$ cat src/rtl/fb_slave_resp_tx.sv
// freedm_bus slave responder: turns synchronized Numb/Dist/Delay/DelayDist requests
// into preamble + type + payload + CRC-32 frames driven nibble-serially on MII TX.
module fb_slave_resp_tx #(
  parameter int PRE_NIBBLES = 15,
  parameter int IFG_NIBBLES = 24
) (
  input  logic        clk_tx0_25,
  input  logic        rst,
  input  logic        NumbReq,
  input  logic        DistReq,
  input  logic        DelayReq,
  input  logic        DelayDistReq,
  input  logic [7:0]  RxSlaveID,
  input  logic [15:0] RxDelaySum,
  input  logic [7:0]  RxLastSlaveIDPlus1,
  input  logic [7:0]  RxAveSlaveDelay,
  input  logic [7:0]  SlaveDelay,
  output logic [3:0]  MTxD,
  output logic        MTxEn,
  output logic        MTxErr,
  output logic        Busy,
  output logic        FrameSent,
  output logic        PendOvf,
  output logic        StateIdle,
  output logic        StatePre,
  output logic        StateType,
  output logic        StatePay,
  output logic        StateCrc,
  output logic        StateIfg
);

  typedef enum logic [2:0] {
    IDLE = 3'd0,
    PRE  = 3'd1,
    TYPE = 3'd2,
    PAY  = 3'd3,
    CRC  = 3'd4,
    IFG  = 3'd5
  } state_t;

  // Reflected (LSB-first) CRC-32 step; its complement read LSB first is the Ethernet FCS.
  function automatic logic [31:0] crcNibble(input logic [31:0] crcIn, input logic [3:0] d);
    logic [31:0] c;
    c = crcIn;
    for (int i = 0; i < 4; i++) begin
      if (c[0] ^ d[i]) begin
        c = (c >> 1) ^ 32'hEDB8_8320;
      end else begin
        c = c >> 1;
      end
    end
    return c;
  endfunction

  logic [3:0]  reqIn_s, sync1_r, sync2_r, sync3_r, rise_s;
  logic [3:0]  pend_r, grant_s, clear_s;
  logic [1:0]  grantIdx_s, typeIdx_r;
  logic        pendOvf_r;
  state_t      state_r, stateNext_s;
  logic [7:0]  cnt_r, cntNext_s;
  logic [31:0] crc_r, crcNext_s, fcs_s;
  logic [15:0] pay_r, payNext_s;
  logic [16:0] delaySum_s;
  logic [7:0]  typeByte_s;
  logic [3:0]  nibNext_s;
  logic        latch_s, sentNext_s, txOn_s;

  assign reqIn_s    = {DelayDistReq, DelayReq, DistReq, NumbReq};
  assign rise_s     = sync2_r & ~sync3_r;
  assign clear_s    = latch_s ? grant_s : 4'b0000;
  assign fcs_s      = ~crc_r;
  assign typeByte_s = {6'b000000, typeIdx_r} + 8'd1;
  assign delaySum_s = {1'b0, RxDelaySum} + {9'd0, SlaveDelay};
  assign MTxErr     = 1'b0;
  assign PendOvf    = pendOvf_r;

  // Request synchronizers, rising-edge history and per-type pending flags.
  always_ff @(posedge clk_tx0_25 or posedge rst) begin
    if (rst) begin
      sync1_r   <= 4'b0000;
      sync2_r   <= 4'b0000;
      sync3_r   <= 4'b0000;
      pend_r    <= 4'b0000;
      pendOvf_r <= 1'b0;
    end else begin
      sync1_r   <= reqIn_s;
      sync2_r   <= sync1_r;
      sync3_r   <= sync2_r;
      pend_r    <= (pend_r & ~clear_s) | rise_s;
      pendOvf_r <= pendOvf_r | (|(rise_s & pend_r & ~clear_s));
    end
  end

  // Fixed-priority arbitration (Numb > Dist > Delay > DelayDist) and winner payload.
  always_comb begin
    grant_s    = 4'b0000;
    grantIdx_s = 2'd0;
    payNext_s  = 16'h0000;
    if (pend_r[0]) begin
      grant_s    = 4'b0001;
      grantIdx_s = 2'd0;
    end else if (pend_r[1]) begin
      grant_s    = 4'b0010;
      grantIdx_s = 2'd1;
    end else if (pend_r[2]) begin
      grant_s    = 4'b0100;
      grantIdx_s = 2'd2;
    end else if (pend_r[3]) begin
      grant_s    = 4'b1000;
      grantIdx_s = 2'd3;
    end else begin
      grant_s    = 4'b0000;
      grantIdx_s = 2'd0;
    end
    case (grantIdx_s)
      2'd0:    payNext_s = {8'h00, RxSlaveID + 8'd1};
      2'd2:    payNext_s = delaySum_s[16] ? 16'hFFFF : delaySum_s[15:0];
      default: payNext_s = {RxAveSlaveDelay, RxLastSlaveIDPlus1};
    endcase
  end

  // Next state/count, then the nibble and CRC for the state being entered so outputs stay registered.
  always_comb begin
    stateNext_s = state_r;
    cntNext_s   = cnt_r + 8'd1;
    latch_s     = 1'b0;
    crcNext_s   = crc_r;
    nibNext_s   = 4'h0;
    sentNext_s  = 1'b0;
    txOn_s      = 1'b0;
    case (state_r)
      IDLE: begin
        cntNext_s = 8'd0;
        if (|pend_r) begin
          stateNext_s = PRE;
          latch_s     = 1'b1;
        end else begin
          stateNext_s = IDLE;
        end
      end
      PRE: begin
        if (cnt_r == 8'(PRE_NIBBLES)) begin
          stateNext_s = TYPE;
          cntNext_s   = 8'd0;
        end else begin
          stateNext_s = PRE;
        end
      end
      TYPE: begin
        if (cnt_r == 8'd1) begin
          stateNext_s = PAY;
          cntNext_s   = 8'd0;
        end else begin
          stateNext_s = TYPE;
        end
      end
      PAY: begin
        if (cnt_r == ((typeIdx_r == 2'd0) ? 8'd1 : 8'd3)) begin
          stateNext_s = CRC;
          cntNext_s   = 8'd0;
        end else begin
          stateNext_s = PAY;
        end
      end
      CRC: begin
        if (cnt_r == 8'd7) begin
          stateNext_s = IFG;
          cntNext_s   = 8'd0;
        end else begin
          stateNext_s = CRC;
        end
      end
      IFG: begin
        // Last gap cycle doubles as the arbitration slot so queued frames keep an exact gap.
        if (cnt_r == 8'(IFG_NIBBLES - 1)) begin
          cntNext_s = 8'd0;
          if (|pend_r) begin
            stateNext_s = PRE;
            latch_s     = 1'b1;
          end else begin
            stateNext_s = IDLE;
          end
        end else begin
          stateNext_s = IFG;
        end
      end
      default: begin
        stateNext_s = IDLE;
        cntNext_s   = 8'd0;
      end
    endcase

    case (stateNext_s)
      PRE: begin
        txOn_s    = 1'b1;
        crcNext_s = 32'hFFFF_FFFF;
        nibNext_s = (cntNext_s == 8'(PRE_NIBBLES)) ? 4'hD : 4'h5;
      end
      TYPE: begin
        txOn_s    = 1'b1;
        nibNext_s = cntNext_s[0] ? typeByte_s[7:4] : typeByte_s[3:0];
        crcNext_s = crcNibble(crc_r, nibNext_s);
      end
      PAY: begin
        txOn_s    = 1'b1;
        nibNext_s = pay_r[{cntNext_s[1:0], 2'b00} +: 4];
        crcNext_s = crcNibble(crc_r, nibNext_s);
      end
      CRC: begin
        txOn_s     = 1'b1;
        nibNext_s  = fcs_s[{cntNext_s[2:0], 2'b00} +: 4];
        sentNext_s = (cntNext_s[2:0] == 3'd7);
      end
      default: begin
        txOn_s    = 1'b0;
        nibNext_s = 4'h0;
      end
    endcase
  end

  // Sequencer state, latched frame contents and registered MII/status outputs.
  always_ff @(posedge clk_tx0_25 or posedge rst) begin
    if (rst) begin
      state_r   <= IDLE;
      cnt_r     <= 8'd0;
      crc_r     <= 32'hFFFF_FFFF;
      pay_r     <= 16'h0000;
      typeIdx_r <= 2'd0;
      MTxD      <= 4'h0;
      MTxEn     <= 1'b0;
      Busy      <= 1'b0;
      FrameSent <= 1'b0;
      StateIdle <= 1'b1;
      StatePre  <= 1'b0;
      StateType <= 1'b0;
      StatePay  <= 1'b0;
      StateCrc  <= 1'b0;
      StateIfg  <= 1'b0;
    end else begin
      state_r   <= stateNext_s;
      cnt_r     <= cntNext_s;
      crc_r     <= crcNext_s;
      if (latch_s) begin
        typeIdx_r <= grantIdx_s;
        pay_r     <= payNext_s;
      end
      MTxD      <= nibNext_s;
      MTxEn     <= txOn_s;
      Busy      <= (stateNext_s != IDLE);
      FrameSent <= sentNext_s;
      StateIdle <= (stateNext_s == IDLE);
      StatePre  <= (stateNext_s == PRE);
      StateType <= (stateNext_s == TYPE);
      StatePay  <= (stateNext_s == PAY);
      StateCrc  <= (stateNext_s == CRC);
      StateIfg  <= (stateNext_s == IFG);
    end
  end

endmodule

$ cat config.mk
export PLATFORM = sky130hd
export DESIGN_NAME = fb_slave_resp_tx
export DESIGN_NICKNAME = d
export VERILOG_FILES = /design/src/rtl/fb_slave_resp_tx.sv
export SDC_FILE = /design/constraint.sdc
export NUM_CORES = 1
export LEC_CHECK = 0
export CELL_PAD_IN_SITES_DETAIL_PLACEMENT = 0
export CELL_PAD_IN_SITES_GLOBAL_PLACEMENT = 1
export CORE_AREA = 2 2 108 151
export DETAILED_ROUTE_END_ITERATION = 8
export DIE_AREA = 0 0 110 153
export MAX_ROUTING_LAYER = met4
export PLACE_DENSITY = 0.74
export SLEW_MARGIN = 20
export SYNTH_ARGS = -nofsm -noshare
export SYNTH_HDL_FRONTEND = slang
export SYNTH_SLANG_ARGS = --single-unit
$ cat constraint.sdc
create_clock -name clk_tx0_25 -period 3.1 [get_ports clk_tx0_25]
set_input_delay 0.465 -clock clk_tx0_25 [delete_from_list [all_inputs] [get_ports clk_tx0_25]]
set_output_delay 0.465 -clock clk_tx0_25 [all_outputs]
set_load 0.005 [all_outputs]
**Word level (Yosys, flattened, before mapping)**

Cells that the tools add are included.

- Register bits after elaboration: 91
- Bits of input ports: 54
- Output and inout port bits: 15
- Word-level logic and storage cells: 125

- $add $sub $neg: 4
- Eq/ne operators: 18
- Shifts and indexed selects: 2
- Mux-type cells: 48
- Bitwise gates (word level): 24
- Reductions and logical operators: 9

Operator list:

| operator | number |
|---|---|
| 2-to-1 mux 32 bit | 14 |
| NOT 13 -> 14 bit | 7 |
| case mux 32 bit (3 select lines) | 1 |
| 2-to-1 mux 8 bit | 5 |
| case mux 8 bit (5 select lines) | 1 |
| NOT 32 bit | 1 |
| case mux 16 bit (2 select lines) | 1 |
| indexed part select 32 x 6 -> 4 bit | 1 |
| 2-to-1 mux 4 bit | 6 |
| case mux 3 bit (6 select lines) | 1 |
| adder 16 x 8 -> 17 bit | 1 |
| adder 8 x 1 -> 8 bit (second input constant) | 2 |
| bitwise AND 4 bit | 4 |
| equality test 8 x 4 -> 1 bit (second input constant) | 2 |
| 2-to-1 mux 16 bit | 1 |
| case mux 4 bit (4 select lines) | 1 |
| indexed part select 16 x 5 -> 4 bit | 1 |
| equality test 3 bit (second input constant) | 5 |
| equality test 3 x 2 -> 1 bit (second input constant) | 4 |
| 2-to-1 mux 2 bit | 6 |
| OR reduction 4 bit | 3 |
| 2-to-1 mux 3 bit | 3 |
| equality test 8 x 1 -> 1 bit (second input constant) | 1 |
| equality test 8 x 2 -> 1 bit | 1 |
| other kinds (15) | 32 |

**Depth between registers and ports, before layout**

- Depth in word-level cells: 18
- Depth in mapped cells: 14
- Mapped depth without buffers: 13

**Worst setup path after synthesis**

No wires, ideal clock.

- Kind: flip-flop to flip-flop
- From: register cnt_r[4]
- To: register crc_r[19]
- Setup time: 0.073 ns
- Data arrival time: 3.322 ns
- Required time: 3.027 ns
- Slack: -0.295 ns
- Cell stages (with the launch flop): 12
- Path buffers: 1
- Clock period less this slack: 3.395 ns
- Cell sequence: dfrtp_1 -> buf_6 -> or4_4 -> o311a_1 -> nor3_2 -> a21oi_2 -> mux2i_1 -> mux2_4 -> xor2_4 -> xor3_2 -> a211o_1 -> a21oi_1

- Longest elaborated chain between the ends: 13
- Elaborated cells between the ends (all ways): 43
- Classes of those cells: eq/ne (8); shift (1); mux (24); bitwise (9); reduce/logical (1)

RTL lines:

| what | line | RTL |
|---|---|---|
| from (decl) | 60 | `logic [7:0] cnt_r, cntNext_s;` |
| from (signal assigned) | 241 | `cnt_r <= cntNext_s;` |
| equality test 8 x 5 -> 1 bit (tied with other cells) | 175 | `if (cnt_r == 8'(IFG_NIBBLES - 1)) begin` |
| 2-to-1 mux 8 bit, on equally long branches | -- |  |
| case mux 8 bit (5 select lines) | 131 | `case (state_r)` |
| indexed part select 16 x 5 -> 4 bit or 2-to-1 mux 3 bit (tied branches) | 206, 201 |  |
| bitwise XOR 1 bit | 46 | `if (c[0] ^ d[i]) begin` |
| 2-to-1 mux 32 bit | 46 |  |
| 2-to-1 mux 32 bit | 193 | `case (stateNext_s)` |
| NOT 13 -> 14 bit (no source line) | -- |  |
| 2-to-1 mux 32 bit | 46 |  |
| 2-to-1 mux 32 bit | 193 |  |
| NOT 13 -> 14 bit (no source line) | -- |  |
| 2-to-1 mux 32 bit | 46 |  |
| case mux 32 bit (3 select lines) | 193 |  |
| to (signal assigned) | 242 | `crc_r <= crcNext_s;` |
| to (decl) | 61 | `logic [31:0] crc_r, crcNext_s, fcs_s;` |

Parallel ways exist; a longest one is shown, timed or not. The select of a mux whose other input is x is not followed.
A chain may end at the register's enable or synchronous reset.

**Final worst setup path**

- From: register cnt_r[4]
- To: register crc_r[23]

- Longest elaborated chain between the ends: 15
- Elaborated cells between the ends (all ways): 47
- Classes of those cells: eq/ne (8); shift (1); mux (28); bitwise (9); reduce/logical (1)

RTL lines:

| what | line |
|---|---|
| equality test 8 x 5 -> 1 bit (tied with other cells) | 175 |
| 2-to-1 mux 8 bit, on equally long branches | -- |
| case mux 8 bit (5 select lines) | 131 |
| indexed part select 16 x 5 -> 4 bit or 2-to-1 mux 3 bit (tied branches) | 206, 201 |
| bitwise XOR 1 bit | 46 |
| 2-to-1 mux 32 bit | 46 |
| 2-to-1 mux 32 bit | 193 |
| 2-to-1 mux 32 bit | 46 |
| 2-to-1 mux 32 bit | 193 |
| NOT 13 -> 14 bit (no source line) | -- |
| 2-to-1 mux 32 bit | 46 |
| 2-to-1 mux 32 bit | 193 |
| NOT 13 -> 14 bit (no source line) | -- |
| 2-to-1 mux 32 bit | 46 |
| case mux 32 bit (3 select lines) | 193 |

Parallel ways exist; a longest one is shown, timed or not. The select of a mux whose other input is x is not followed.

==> run summary <==
By area the synthesized netlist is led by sky130_fd_sc_hd__dfrtp_1 24%, sky130_fd_sc_hd__dfstp_2 15%, sky130_fd_sc_hd__nand2_1 4.7%, sky130_fd_sc_hd__o21ai_0 4.4%, sky130_fd_sc_hd__nor2_1 3.7%. Once detailed placement completed, the half-perimeter wirelength came to 13900 µm. The tools report the hold violation count in the final report as 0. The path class of the tightest hold or removal check is reg2reg. The tools report the type of element launching the critical path as a register. In this run the mean area of a mapped cell was 9.08 µm².

The commonest cells after synthesis are 75 x sky130_fd_sc_hd__nand2_1, 59 x sky130_fd_sc_hd__nor2_1, 58 x sky130_fd_sc_hd__dfrtp_1, 52 x sky130_fd_sc_hd__o21ai_0, 33 x sky130_fd_sc_hd__dfstp_2. The data required time of the worst path is 3.38 ns. Measured against its own limit, the worst slew margin works out to 57.1%. The final reports fail on negative setup slack. Of the available clock period, the critical path in the final layout requires 109%. Total power for the finished layout comes to 0.0112 W. The flow ran to the end, but the final reports show violations. In the routed design, unresolved DRC markers number 0. Worst clock skew: 0.00864 ns.

The core footprint came out at 15500 µm². The number of buffer cells added on primary ports is 67, and the delay of the slowest cell on the worst path is 0.58 ns. The count of routing violations after the opening detailed-route iteration is 240, and the overall track demand over capacity in global routing is 23.6%. Together, buffers and inverters on the worst path number 2. Across the VDD grid, the largest voltage drop is 0.761 mV.

The post-route netlist has 30.4% of its cells at a drive strength greater than 1. The biggest area consumer among synthesized cells is sky130_fd_sc_hd__dfrtp_1. The leakage component of the power was 3.58 nW; the async set-or-reset flop fraction in the synthesized netlist was 100%. The wire length per cell was 17.7 µm.

The pre-antenna-repair detailed-routing pass consisted of 5 iterations. The maximum clock frequency came out at 296 MHz. Warning count from the yosys run: 0.

The run gives 0 as the count of antenna-violating nets left after detailed routing. The tools report the number of distinct library cells after synthesis as 79. The run gives 5626 as the detailed-route via count.

The initial antenna violation count came out at 0. The number of buffers created by CTS is 9, and the number of nets in the layout is 891. Entering global routing, the biggest net connects 49 pins.

The logs give -0.276 ns for the worst-case setup margin in the final layout and 7590 µm² for the placed instance area. Number of synthesized register bits: 91. The worst setup path is captured at a register. The number of flops mapped to enable cells by yosys works out to 0. The fraction of post-synthesis cell area in the top cell type by area is 24.5%. After synthesis, flip-flops and latches occupy 39.1% of the total area. The tools report the number of max-capacitance violations reported as 0. Compared with the post-synthesis result, the final layout area differs by 40.8%. Critical path's slowest cell: sky130_fd_sc_hd__or4_4.

The logs give 1447 for the number of filler cells placed in the layout and 653 for the number of cells produced by synthesis. The count of hold buffers inserted by post-cts repair was 0. On the critical path the largest part of the delay comes from simple AND/OR/NAND/NOR gates.

The clock net in this run drives a total of 91 sinks. The logs give 69 for the total I/O pin count and 2 for the maximum root-to-sink buffer count. The tools report the final standard cell utilization of the core as 53.9%. The mapped netlist covers 5930 µm². The die area came out at 16800 µm². TritonCTS built the clock tree. Clock-pin slew was measured on the worst setup and hold paths at 0.07 ns. The tools report the number of global-route vias before repair as 5782. The clock tree root buffer cell was sky130_fd_sc_hd__clkbuf_16. For the final weighted congestion in routability-driven placement, the log shows 0.909. The type of the worst setup path is reg2reg. For this run, the leading register cell type out of synthesis is sky130_fd_sc_hd__dfrtp_1.

The final design area excluding fillers is 8350 µm². Power spread over the standard cell area amounts to 1350 nW/µm². Setup violations remaining at the end of the flow were counted as 20. The first global-routing pass estimated 29800 µm of wire.

For the final max-slew violation count, the log shows 0. The later pin in the worst-skew pair is clocked with a latency of 0.35 ns. In this run the horizontal extent of the chip is 110 µm. The critical path goes through or4_4 -> buf_12 -> o31ai_4 -> a21o_1 -> a21boi_2 -> or4b_4 -> nand4_1 -> buf_4 -> xnor3_2 -> xnor2_4 -> and2_4 -> o22ai_2.

In this run the worst path has a maximum fanout of 4. The initial cell density of the core was 38.3%; the time the final worst path needs with I/O delays and setup was 3.38 ns. The H-tree was split into 3 levels.

Among all cell types in the netlist, the one instantiated most often is sky130_fd_sc_hd__nand2_1. Setup repair after global routing could not meet its margin everywhere. The pin slew with the least headroom to its limit works out to 0.643 ns. The number of nets in the synthesized netlist came out at 721.

The site row count is 54, and the number of vias per cell is 5.49. Diode insertion count for antenna repair: 0. The worst path arrival time is 3.65 ns, and the global route total overflow is 0. Y dimension of the die: 153 µm. The final layout contains routed wiring with a total length of 18200 µm.
cell usage in the layout, fill, tap and decap left out, drive strengths merged, types with 5 or more instances in the layout:
master,netlist,final
clkdlybuf4s50,0,67
o21ai,52,52
nor3,10,10
nor2,60,60
o211ai,16,16
a22oi,5,5
a21oi,33,33
and3,9,9
a31oi,9,9
clkbuf,26,9
nand2b,5,5
o22ai,9,9
xnor3,5,5
mux2i,8,8
nor2b,6,6
nand2,75,75
nand4,5,5
buf,7,125
xor2,20,20
xnor2,25,25
a221oi,7,7
inv,30,33
dfstp,33,33
nand3,21,21
nor4,6,6
and2,5,5
o221ai,5,5
a211oi,12,12
ha,13,13
o21a,6,6
dfrtp,58,58
a211o,5,5
or3,5,5
a21o,8,8
metrics by stage:
step                cells  hold WS (ns)  worst slack, ns  TNS (ns)
floorplan             653         0.331           -0.185    -0.532
global placement      994         0.333           -0.322     -7.90
detailed placement    994         0.335           -0.405     -8.93
CTS                  1015         0.352           -0.220     -2.78
global route         1024         0.360           -0.411     -6.01
finish               1024         0.349           -0.276     -3.17
worst reg2reg max path, delay by kind of cell, from the launching register on:
| kind | cells | cell delay [ns] |
|---|---|---|
| AO/OA/AOI/OAI | 4 | 0.61 |
| flip-flops | 1 | 0.38 |
| buffers and inverters | 2 | 0.31 |
| XOR/XNOR | 2 | 0.56 |
| AND/OR/NAND/NOR | 4 | 1.44 |
layout make-up:
cell class | instances | area, µm² | area share (%)
repair buffers | 192 | 1710 | 20.4
well taps | 196 | 245 | 2.94
clock buffers | 9 | 225 | 2.70
flip-flops and latches | 91 | 2320 | 27.8
multi-input cells | 499 | 3660 | 43.8
clock inverters | 7 | 72.6 | 0.869
inverters | 30 | 115 | 1.38
worst paths after layout:
path	startpoint	endpoint	slack (ns)	cells past startpoint
setup / recovery	cnt_r[4]	crc_r[23]	-0.28	12
hold / removal	sync1_r[1]	sync2_r[1]	0.35	0
setup reg to reg	cnt_r[4]	crc_r[23]	-0.28	12
hold reg to reg	sync1_r[1]	sync2_r[1]	0.35	0
max in group asynchronous	rst	crc_r[8]	1.84	3
min in group asynchronous	rst	pay_r[14]	0.54	2
flip-flops by register name, indices dropped and copies added (netlist names):
signal	flops
Busy	1
FrameSent	1
MTxD	4
MTxEn	1
PendOvf	1
StateCrc	1
StateIdle	1
StateIfg	1
StatePay	1
StatePre	1
StateType	1
cnt_r	8
crc_r	32
pay_r	16
pend_r	4
state_r	3
sync1_r	4
sync2_r	4
sync3_r	4
typeIdx_r	2
routing by layer:
metal	global-route usage, %	up-vias	routed length, µm
li1	-	2699	-
met3	3.37	58	835
met1	26.1	2685	6890
met5	-	-	0
met4	9.89	0	797
met2	41.3	184	9650
report_power, final:
group	leakage [nW]	switching (W)	internal [W]	total (W)
registers	1.03	0.000350	0.00167	0.00202
logic	2.41	0.00406	0.00407	0.00813
clock network	0.136	0.000527	0.000568	0.00109
total	3.58	0.00494	0.00631	0.0112
repair_timing:
action / in CTS / in global routing
pin swaps: 20 / 18
gates resized for setup: 43 / 34
setup endpoints to repair: 26 / 43
setup buffers: 6 / 9
logic make-up (layout without fill, tap and decap cells):
group	after synthesis	in the layout	synth area share [%]
simple gates	221	221	18.0
compound gates	199	199	22.8
flops	91	91	39.1
buf+inv	63	238	4.47
xor+xnor	52	52	10.3
fa+ha+maj	14	14	3.08
mux	12	12	2.24
other cells	1	1	0.0633
Note: power is estimated with default switching activity, not from simulation.
